**src/rtl/control_sequencer.sv**
```systemverilog
// control_sequencer
//   Microsequencer ahead of the shared data bus. It fetches an instruction
//   into IR, decodes it, then issues at most one bus transfer per cycle
//   (a source select on read_en plus a destination select on write_en).
//   It also drives the ALU opcode, the PC increment and the memory strobes.
//
// Ports
//   clk        in   system clock, rising edge
//   rst_n      in   asynchronous active-low reset
//   ir         in   [15:0] instruction register contents
//   z_flag     in   ALU zero flag, sampled by the JZ decode in EXEC1
//   read_en    out  [3:0] bus source select (0 = none)
//   write_en   out  [3:0] bus destination select (0 = none, 12 = DM write)
//   alu_op     out  [ALUW-1:0] ALU operation (0 when idle)
//   alu_ld     out  AC loads the ALU result instead of the bus
//   pc_inc     out  PC increments at the end of this cycle
//   im_rd      out  instruction memory read strobe (address = PC)
//   dm_rd      out  data memory read strobe (address = DAR)
//   instr_done out  pulse in the last cycle of each instruction
//   halted     out  high while in HALT
module control_sequencer #(
  parameter int OPW  = 4,
  parameter int ALUW = 3
) (
  input  logic            clk,
  input  logic            rst_n,
  input  logic [15:0]     ir,
  input  logic            z_flag,
  output logic [3:0]      read_en,
  output logic [3:0]      write_en,
  output logic [ALUW-1:0] alu_op,
  output logic            alu_ld,
  output logic            pc_inc,
  output logic            im_rd,
  output logic            dm_rd,
  output logic            instr_done,
  output logic            halted
);

  typedef enum logic [2:0] {
    S_IDLE,
    S_FETCH1,
    S_FETCH2,
    S_DECODE,
    S_EXEC1,
    S_EXEC2,
    S_HALT
  } state_e;

  typedef enum logic [OPW-1:0] {
    OP_NOP = 'h0,
    OP_LDI = 'h1,
    OP_MOV = 'h2,
    OP_STM = 'h3,
    OP_LDM = 'h4,
    OP_ALU = 'h5,
    OP_JMP = 'h6,
    OP_JZ  = 'h7,
    OP_HLT = 'hF
  } op_e;

  typedef enum logic [3:0] {
    BUS_NONE = 4'd0,
    BUS_PC   = 4'd1,
    BUS_DAR  = 4'd2,
    BUS_IR   = 4'd4,
    BUS_AC   = 4'd5,
    BUS_R    = 4'd6,
    BUS_R1   = 4'd7,
    BUS_R5   = 4'd11,
    BUS_DM   = 4'd12,
    BUS_IM   = 4'd13
  } bus_e;

  state_e          state_q, state_d;
  op_e             op;
  logic [3:0]      src, dst;
  logic            src_ok, dst_ok;
  logic            two_exec;
  logic            unused_ir;

  assign op        = op_e'(ir[15 -: OPW]);
  assign src       = ir[3:0];
  assign dst       = ir[7:4];
  assign unused_ir = ir[11];

  assign src_ok = (src == BUS_PC) || (src == BUS_DAR) ||
                  ((src >= BUS_IR) && (src <= BUS_IM));
  assign dst_ok = (dst == BUS_PC) || (dst == BUS_DAR) ||
                  ((dst >= BUS_AC) && (dst <= BUS_R5));

  assign two_exec = (op == OP_LDM) || (op == OP_ALU);

  always_ff @(posedge clk or negedge rst_n) begin
    if (!rst_n) state_q <= S_IDLE;
    else        state_q <= state_d;
  end

  always_comb begin
    state_d = state_q;
    unique case (state_q)
      S_IDLE:   state_d = S_FETCH1;
      S_FETCH1: state_d = S_FETCH2;
      S_FETCH2: state_d = S_DECODE;
      S_DECODE: state_d = (op == OP_HLT) ? S_HALT : S_EXEC1;
      S_EXEC1:  state_d = two_exec ? S_EXEC2 : S_FETCH1;
      S_EXEC2:  state_d = S_FETCH1;
      S_HALT:   state_d = S_HALT;
      default:  state_d = S_IDLE;
    endcase
  end

  // Moore decode from state and ir; IDLE (held during reset) drives all zeros,
  // so an asynchronous reset clears every strobe without waiting for clk.
  always_comb begin
    read_en    = '0;
    write_en   = '0;
    alu_op     = '0;
    alu_ld     = 1'b0;
    pc_inc     = 1'b0;
    im_rd      = 1'b0;
    dm_rd      = 1'b0;
    instr_done = 1'b0;
    halted     = 1'b0;
    unique case (state_q)
      S_FETCH1: im_rd = 1'b1;
      S_FETCH2: begin
        read_en  = BUS_IM;
        write_en = BUS_IR;
        pc_inc   = 1'b1;
      end
      S_EXEC1: begin
        instr_done = !two_exec;
        case (op)
          OP_LDI: begin
            read_en  = BUS_IR;
            write_en = BUS_AC;
          end
          // src == dst would put the same code on both selects; treat as NOP.
          OP_MOV: if (src_ok && dst_ok && (src != dst)) begin
            read_en  = src;
            write_en = dst;
          end
          OP_STM: begin
            read_en  = BUS_AC;
            write_en = BUS_DM;
          end
          OP_LDM: dm_rd = 1'b1;
          OP_ALU: if (src_ok) begin
            read_en = src;
            alu_op  = ir[8 +: ALUW];
          end
          OP_JMP: begin
            read_en  = BUS_IR;
            write_en = BUS_PC;
          end
          OP_JZ: if (z_flag) begin
            read_en  = BUS_IR;
            write_en = BUS_PC;
          end
          default: ;
        endcase
      end
      S_EXEC2: begin
        instr_done = 1'b1;
        if (op == OP_LDM) begin
          read_en  = BUS_DM;
          write_en = BUS_AC;
        end else if (op == OP_ALU && src_ok) begin
          alu_op   = ir[8 +: ALUW];
          alu_ld   = 1'b1;
          write_en = BUS_AC;
        end
      end
      S_HALT:  halted = 1'b1;
      default: ;
    endcase
  end

endmodule

```
**config.mk**
```make
export PLATFORM = sky130hd
export DESIGN_NAME = control_sequencer
export DESIGN_NICKNAME = d
export VERILOG_FILES = /design/src/rtl/control_sequencer.sv
export SDC_FILE = /design/constraint.sdc
export NUM_CORES = 1
export LEC_CHECK = 0
export CORE_MARGIN = 5
export CORE_UTILIZATION = 34
export DETAILED_ROUTE_END_ITERATION = 8
export PLACE_DENSITY = 0.75
export SYNTH_ARGS = -nofsm -noshare
export SYNTH_HDL_FRONTEND = slang
export SYNTH_SLANG_ARGS = --single-unit
```
**constraint.sdc**
```tcl
create_clock -name clk -period 1.6 [get_ports clk]
set_input_delay 0.32 -clock clk [delete_from_list [all_inputs] [get_ports clk]]
set_output_delay 0.32 -clock clk [all_outputs]
set_load 0.05 [all_outputs]
```
==> results of run 1 <==
per-stage QoR:
step / setup TNS, ps / utilization, %
floorplan: -2450 / -
global placement: -9810 / 84.4
detailed placement: -10020 / 84.4
cell families after synthesis:
| kind of cell | Yosys count | synth area share [%] |
|---|---|---|
| and+or+nand+nor | 43 | 49.4 |
| AOI/OAI and AO/OA | 22 | 28.1 |
| buffers and inverters | 7 | 5.14 |
| xor gates and xnor gates | 4 | 5.53 |
| DFF | 3 | 11.9 |
==> metrics, run 1 <==
run status=stopped before the end; stopping stage=4_1_cts; run-stopping error=[ERROR DPL-0038] Utilization greater than 100%, impossible to legalize; dominant synthesized flop cell=sky130_fd_sc_hd__dfrtp_1; number of input and output port buffers inserted=34; ranking of synthesized cells by area=sky130_fd_sc_hd__dfrtp_1 (12%), sky130_fd_sc_hd__xor2_1 (5.5%), sky130_fd_sc_hd__nor4b_2 (4.7%); FFs w/ async S/R, synth=100%; setup slack at placement=-824 ps; total placed cells including tap cells=160; number of cells upsized or downsized after cts=about 90; placed cell area=1470 um2; overall die height=around 53 um; count of state elements after synthesis=3; number of standard-cell rows in the floorplan=15; level count of the clock H-tree=1; post-CTS setup-driven buffer insertion count=15; effective utilization at floorplan=approximately 36%; number of buffers inserted during clock tree synthesis=3; Yosys Warn Count=0; Synth cell types=38; Die Width=53.2 um; register area share after synthesis=approximately an eighth; Boundary Pins=36; count of flip-flops with a built-in enable after synthesis=0; number of hold buffers added after cts=0; clock root buffer=sky130_fd_sc_hd__clkbuf_4; most frequently used cell type in the post-synthesis netlist=sky130_fd_sc_hd__nor2_1; top cells by instance count after synthesis=sky130_fd_sc_hd__nor2_1 (6), sky130_fd_sc_hd__nand3_1 (5); mean instance size in the synthesized netlist=8.01 um2; CTS Sinks=3; area fraction of the dominant cell type after synthesis=about an eighth; hpwl dp=1.94 mm; total nets after synthesis=98; Gate Count Post-Synth=79; netlist area before placement=between 600 and 700 um2; number of buffers between clock root and the deepest sink=2; routability congestion estimate=between 0.8 and 0.9; top cell type by total area after synthesis=sky130_fd_sc_hd__dfrtp_1
==> run 2, diff against run 1 <==
--- a/config.mk
+++ b/config.mk
@@ -5,10 +5,10 @@
 export SDC_FILE = /design/constraint.sdc
 export NUM_CORES = 1
 export LEC_CHECK = 0
-export CORE_MARGIN = 5
-export CORE_UTILIZATION = 34
+export CORE_AREA = 5 5 66 68
 export DETAILED_ROUTE_END_ITERATION = 8
-export PLACE_DENSITY = 0.75
+export DIE_AREA = 0 0 71 73
+export PLACE_DENSITY_LB_ADDON = 0.15
 export SYNTH_ARGS = -nofsm -noshare
 export SYNTH_HDL_FRONTEND = slang
 export SYNTH_SLANG_ARGS = --single-unit
==> constraint.sdc (replaced) <==
create_clock -name clk -period 2.1 [get_ports clk]
set_input_delay 0.42 -clock clk [delete_from_list [all_inputs] [get_ports clk]]
set_output_delay 0.42 -clock clk [all_outputs]
set_load 0.05 [all_outputs]
==> metrics, run 2 <==
max-slew violations=0; commonest non-fill, non-tap cell in the layout=sky130_fd_sc_hd__buf_4; measured slew at the worst slew-check pin=approximately 370 ps; Max Fclk=roughly 450 MHz; maxcap violations=0; final core occ=roughly 43%; FFs w/ async S/R, synth=100% (unchanged); number of standard-cell rows in the floorplan=23 (+8); number of antenna violations at the first check in global routing=0; grt total ovfl=0; Yosys Warn Count=0 (unchanged); leading cell types in the layout, fill and taps excluded=sky130_fd_sc_hd__buf_4 (28), sky130_fd_sc_hd__buf_12 (16), sky130_fd_sc_hd__buf_6 (10); Synth cell types=38 (unchanged); run status=complete, but fails checks; Die Width=71 um (+34%); via count of the first global-routing pass=approximately 900; time the worst path needs with I/O delays and setup=~2200 ps; largest registers=state_q: 3 flops; part of the cycle the worst path needs=105%; Worst R2R End=state_q[2]; reg2reg setup slack=between 900 and 1000 ps; Boundary Pins=36 (unchanged); total number of vias=approximately 860; Core Footprint=3800 um2; category of the worst setup path capture point=output pin; top cells by instance count after synthesis=sky130_fd_sc_hd__nor2_1 (6), sky130_fd_sc_hd__nand3_1 (5); count of flip-flops with a built-in enable after synthesis=0 (unchanged); worst-case vdd ir drop=approximately 0.00067 V; final design instance area without fill=1620 um2; R2R cell count=5; ranking of synthesized cells by area=sky130_fd_sc_hd__dfrtp_1 (12%), sky130_fd_sc_hd__xor2_1 (5.5%), sky130_fd_sc_hd__nor4b_2 (4.7%); Antenna Diode Count=0; number of buffers inserted during clock tree synthesis=3 (unchanged); Clk Latency, worst-skew pair=about 220 ps; mean instance size in the synthesized netlist=8.01 um2 (unchanged); register with the highest flop count=state_q; most frequently used cell type in the post-synthesis netlist=sky130_fd_sc_hd__nor2_1; effective utilization at floorplan=16.7% (-20 points); classification of the worst setup path=primary input to output pin; number of search-and-repair iterations in the first detailed-routing pass=4; startpoint of the most critical register-to-register path=state_q[1]; violated checks=negative setup slack; Avg Vias per Cell=about 4.4; Worst slew margin=about 75%; final hold violation count=0; level count of the clock H-tree=1 (unchanged); arrival time of the worst setup path=approximately 1800 ps; netlist area before placement=633 um2 (unchanged); capturing element of the worst setup path=write_en[0]; number of input and output port buffers inserted=34 (unchanged); leakage power=between 0.6 and 0.7 nW; required time of the critical path=1680 ps; number of buffers between clock root and the deepest sink=2 (unchanged); overall die height=73 um (+37%); wire length of the first global-routing pass=4.24 mm; placed cell area=1410 um2 (-4.2%); first element of the critical path=ir[1]; top cell type by total area after synthesis=sky130_fd_sc_hd__dfrtp_1; clock slew at the register clock pins of the worst setup and hold paths=roughly 30 ps; largest net degree at the start of global routing=11; area delta synth->final=157%; unrepaired setup endpoints after global routing=true; nets=between 150 and 200; Routed wire per std cell=about 13 um; total of endpoints with negative setup slack in the final report=7; routability congestion estimate=0.713 (-17%); count of state elements after synthesis=3 (unchanged); share of layout cells above drive strength 1=about 67%; CTS Sinks=3 (unchanged); DRC errors left=0; hpwl dp=1.95 mm (+0.65%); Gate Count Post-Synth=79 (unchanged); Final Worst Setup Slack=-100 ps; critical path startpoint category=primary input; clock root buffer=sky130_fd_sc_hd__clkbuf_8; area fraction of the dominant cell type after synthesis=11.9% (unchanged); Hold Path Class=primary input to async pin; total nets after synthesis=98 (unchanged); CTS tree=done; Final Skew=0.815 ps; power per cell area=814 nW/um2; Total Routing Usage GR=10.2%; routed wire length=2.52 mm; antenna-violating nets left=0; Crit Path Max Fanout=3; die area=5180 um2; Iteration-0 DRC Markers=21; register area share after synthesis=11.9% (unchanged); number of flip-flops under the largest register name=3; dominant synthesized flop cell=sky130_fd_sc_hd__dfrtp_1
==> run 2: cell counts after synthesis <==
Identical to the previous run, type by type.
==> run 2: repair_timing <==
item	CTS	global route
buffers inserted	6	0
setup endpoints to repair	14	11
resized for setup	77	10
hold buffers	0	0
pin swaps	17	6
==> run 2: kinds of logic after synthesis <==
| family | synth area share (%) |
|---|---|
| AO/OA/AOI/OAI | 28.1 |
| buffers and inverters | 5.14 |
| AND/OR/NAND/NOR | 49.4 |
| XOR/XNOR | 5.53 |
| flip-flops | 11.9 |
==> run 2: per-layer routing <==
metal / part of all wire [%] / track usage [%]
met1: 40 / 11.4
met2: 53 / 18.9
met3: 4.8 / 1.52
met4: 1.5 / 4.38
met5: 0 / 0
==> run 2: worst min-delay path by stage <==
stage,start,endpoint,cells past startpoint
floorplan,rst_n,state_q[0],0
global placement,rst_n,state_q[0],1
detailed placement,rst_n,state_q[0],1
CTS,rst_n,state_q[0],1
global route,rst_n,state_q[0],1
finish,rst_n,state_q[0],1
==> run 2: final cells by class <==
class / count / area (um2)
Fill cell: 391 / 2170
Timing Repair Buffer: 65 / 733
Multi-Input combinational cell: 69 / 698
Sequential cell: 3 / 77.6
Tap cell: 50 / 62.6
Clock buffer: 4 / 45.0
Inverter: 2 / 7.51
==> run 2: worst max-delay path: stages <==
cell and delay (ps):
sky130_fd_sc_hd__buf_6 100, sky130_fd_sc_hd__or4_4 550, sky130_fd_sc_hd__nand3_4 110, sky130_fd_sc_hd__a21oi_4 70, sky130_fd_sc_hd__a311o_2 380, sky130_fd_sc_hd__buf_12 150
==> run 2: through the flow <==
step                worst slack [ps]  hold WS (ps)  setup TNS, ps  power, mW  std cells
floorplan                       -182           124           -307      0.627         79
global route                    -142           394           -874       1.39        193
finish                          -100           380           -429       1.32        193
global placement                -516           607          -5490       1.08        183
CTS                            -95.1           376           -523       1.32        193
detailed placement              -521           611          -5520       1.08        183
==> run 2: power by group <==
part	internal [mW]	switching, mW
logic	0.498	0.525
clock network	0.130	0.0419
registers	0.0889	0.0382
Note: power is estimated with default switching activity, not from simulation.
==> run 3, diff against run 2 <==
--- a/config.mk
+++ b/config.mk
@@ -5,6 +5,7 @@
 export SDC_FILE = /design/constraint.sdc
 export NUM_CORES = 1
 export LEC_CHECK = 0
+export ABC_CLOCK_PERIOD_IN_PS = 2450
 export CORE_AREA = 5 5 66 68
 export DETAILED_ROUTE_END_ITERATION = 8
 export DIE_AREA = 0 0 71 73
==> constraint.sdc (replaced) <==
create_clock -name clk -period 2.45 [get_ports clk]
set_input_delay 0.49 -clock clk [delete_from_list [all_inputs] [get_ports clk]]
set_output_delay 0.49 -clock clk [all_outputs]
set_load 0.05 [all_outputs]
==> metrics, run 3 (same netlist as run 2, synthesis figures left out) <==
run status=completed; DRC errors left=0 (unchanged); level count of the clock H-tree=1 (unchanged); Avg Vias per Cell=4.29 (-3.1%); Final Worst Setup Slack=51.6 ps (+152 ps); clock slew at the register clock pins of the worst setup and hold paths=30 ps (about the same); Hold Path Class=primary input to async pin; number of standard-cell rows in the floorplan=23 (unchanged); Boundary Pins=36 (unchanged); leakage power=0.566 nW (-15%); final core occ=36.0% (-6.8 points); die area=5180 um2 (unchanged); number of input and output port buffers inserted=34 (unchanged); power per cell area=695 nW/um2 (-15%); Iteration-0 DRC Markers=23 (+9.5%); measured slew at the worst slew-check pin=344 ps (-28.5 ps); CTS Sinks=3 (unchanged); total design power=0.950 mW (-28%); final std cells w/o fill=182 (-5.7%); final design instance area without fill=1370 um2 (-16%); placed cell area=1290 um2 (-8.2%); Crit Path Max Fanout=4 (+1); routed wire length=2.18 mm (-13%); Core Footprint=3800 um2 (unchanged); share of layout cells above drive strength 1=53.8% (-13 points); largest registers=state_q: 3 flops; worst-case vdd ir drop=0.000388 V (-42%); via count of the first global-routing pass=814 (-12%); largest net degree at the start of global routing=12 (+1); register with the highest flop count=state_q; leading cell types in the layout, fill and taps excluded=sky130_fd_sc_hd__buf_4 (20), sky130_fd_sc_hd__buf_12 (14), sky130_fd_sc_hd__clkbuf_2 (8); CTS tree=done; number of hold buffers added after cts=0 (unchanged); clock root buffer=sky130_fd_sc_hd__clkbuf_8; Max Fclk=417 MHz; grt total ovfl=0 (unchanged); nets=152 (-6.7%); part of the cycle the worst path needs=97.9%; maxcap violations=0 (unchanged); total placed cells including tap cells=175 (-4.4%); effective utilization at floorplan=16.7% (unchanged); required time of the critical path=1960 ps (+280 ps); arrival time of the worst setup path=1910 ps (+130 ps); unrepaired setup endpoints after global routing=true; critical path startpoint category=primary input; overall die height=73 um (unchanged); antenna-violating nets left=0 (unchanged); number of search-and-repair iterations in the first detailed-routing pass=4 (unchanged); category of the worst setup path capture point=output pin; wire length of the first global-routing pass=3.62 mm (-15%); total of endpoints with negative setup slack in the final report=0 (-7); Routed wire per std cell=12.0 um (-8.2%); Die Width=71 um (unchanged); routability congestion estimate=0.694 (-2.6%); commonest non-fill, non-tap cell in the layout=sky130_fd_sc_hd__buf_4; max-slew violations=0 (unchanged); Total Routing Usage GR=8.39% (-1.8 points); Final Skew=1.82 ps (+1.01 ps); setup slack at placement=-296 ps (+225 ps); number of flip-flops under the largest register name=3 (unchanged); area delta synth->final=116%; hpwl dp=1.82 mm (-6.7%); total number of vias=781 (-8.7%); Clk Latency, worst-skew pair=210 ps (about the same); number of buffers between clock root and the deepest sink=2 (unchanged); final hold violation count=0 (unchanged); classification of the worst setup path=primary input to output pin; Antenna Diode Count=0 (unchanged); number of buffers inserted during clock tree synthesis=3 (unchanged); number of antenna violations at the first check in global routing=0 (unchanged); Worst slew margin=77.1% (+2.0 points); time the worst path needs with I/O delays and setup=~2400 ps
==> run 3: cell type report <==
cell class	instances	area, um2
Fill cell	404	2430
Multi-Input combinational cell	69	592
Timing Repair Buffer	54	586
Sequential cell	3	75.1
Tap cell	50	62.6
Clock buffer	4	45.0
Inverter	2	7.51
==> run 3: repair_timing <==
item,in CTS,in global routing
gates resized for setup,31,17
buffers inserted,2,1
endpoints found under the setup margin,14,10
pin swaps,12,8
==> run 3: critical path, stage by stage <==
cell and delay, ps:
sky130_fd_sc_hd__clkdlybuf4s15_2 210, sky130_fd_sc_hd__or4_4 500, sky130_fd_sc_hd__nand3_4 100, sky130_fd_sc_hd__nor3_2 70
sky130_fd_sc_hd__a311o_1 370, sky130_fd_sc_hd__buf_12 160
==> run 3: layer usage <==
metal  GRT usage, %  vias to the layer above  wire (um)
li1               -                      406          -
met1           9.70                      351        904
met2           15.6                       22       1120
met3           1.65                        2        134
met4           2.51                        0         14
met5              0                        -          0
==> run 3: stage by stage <==
step	setup TNS [ps]	hold WS (ps)
2_1_floorplan	-72.9	194
3_3_place_gp	-2870	627
3_5_place_dp	-3010	629
4_1_cts	0	456
5_1_grt	-0.162	470
6_report	0	457
==> run 3: path summary, 6_finish.rpt <==
| kind | start | to | slack [ps] | cells past startpoint |
|---|---|---|---|---|
| hold reg to reg | state_q[2] | state_q[0] | 660 | 1 |
| setup reg to reg | state_q[0] | state_q[2] | 1360 | 3 |
| setup / recovery | ir[0] | write_en[2] | 50 | 6 |
| min in group clk | state_q[2] | state_q[0] | 660 | 1 |
| hold / removal | rst_n | state_q[2] | 460 | 1 |
| max in group asynchronous | rst_n | state_q[0] | 1850 | 1 |
==> run 3: power breakdown <==
part	switching [mW]	leakage (nW)	internal [mW]
sequential	0.0645	0.0368	0.0727
clock	0.0311	0.0228	0.111
combinational	0.368	0.507	0.303
total	0.464	0.566	0.487
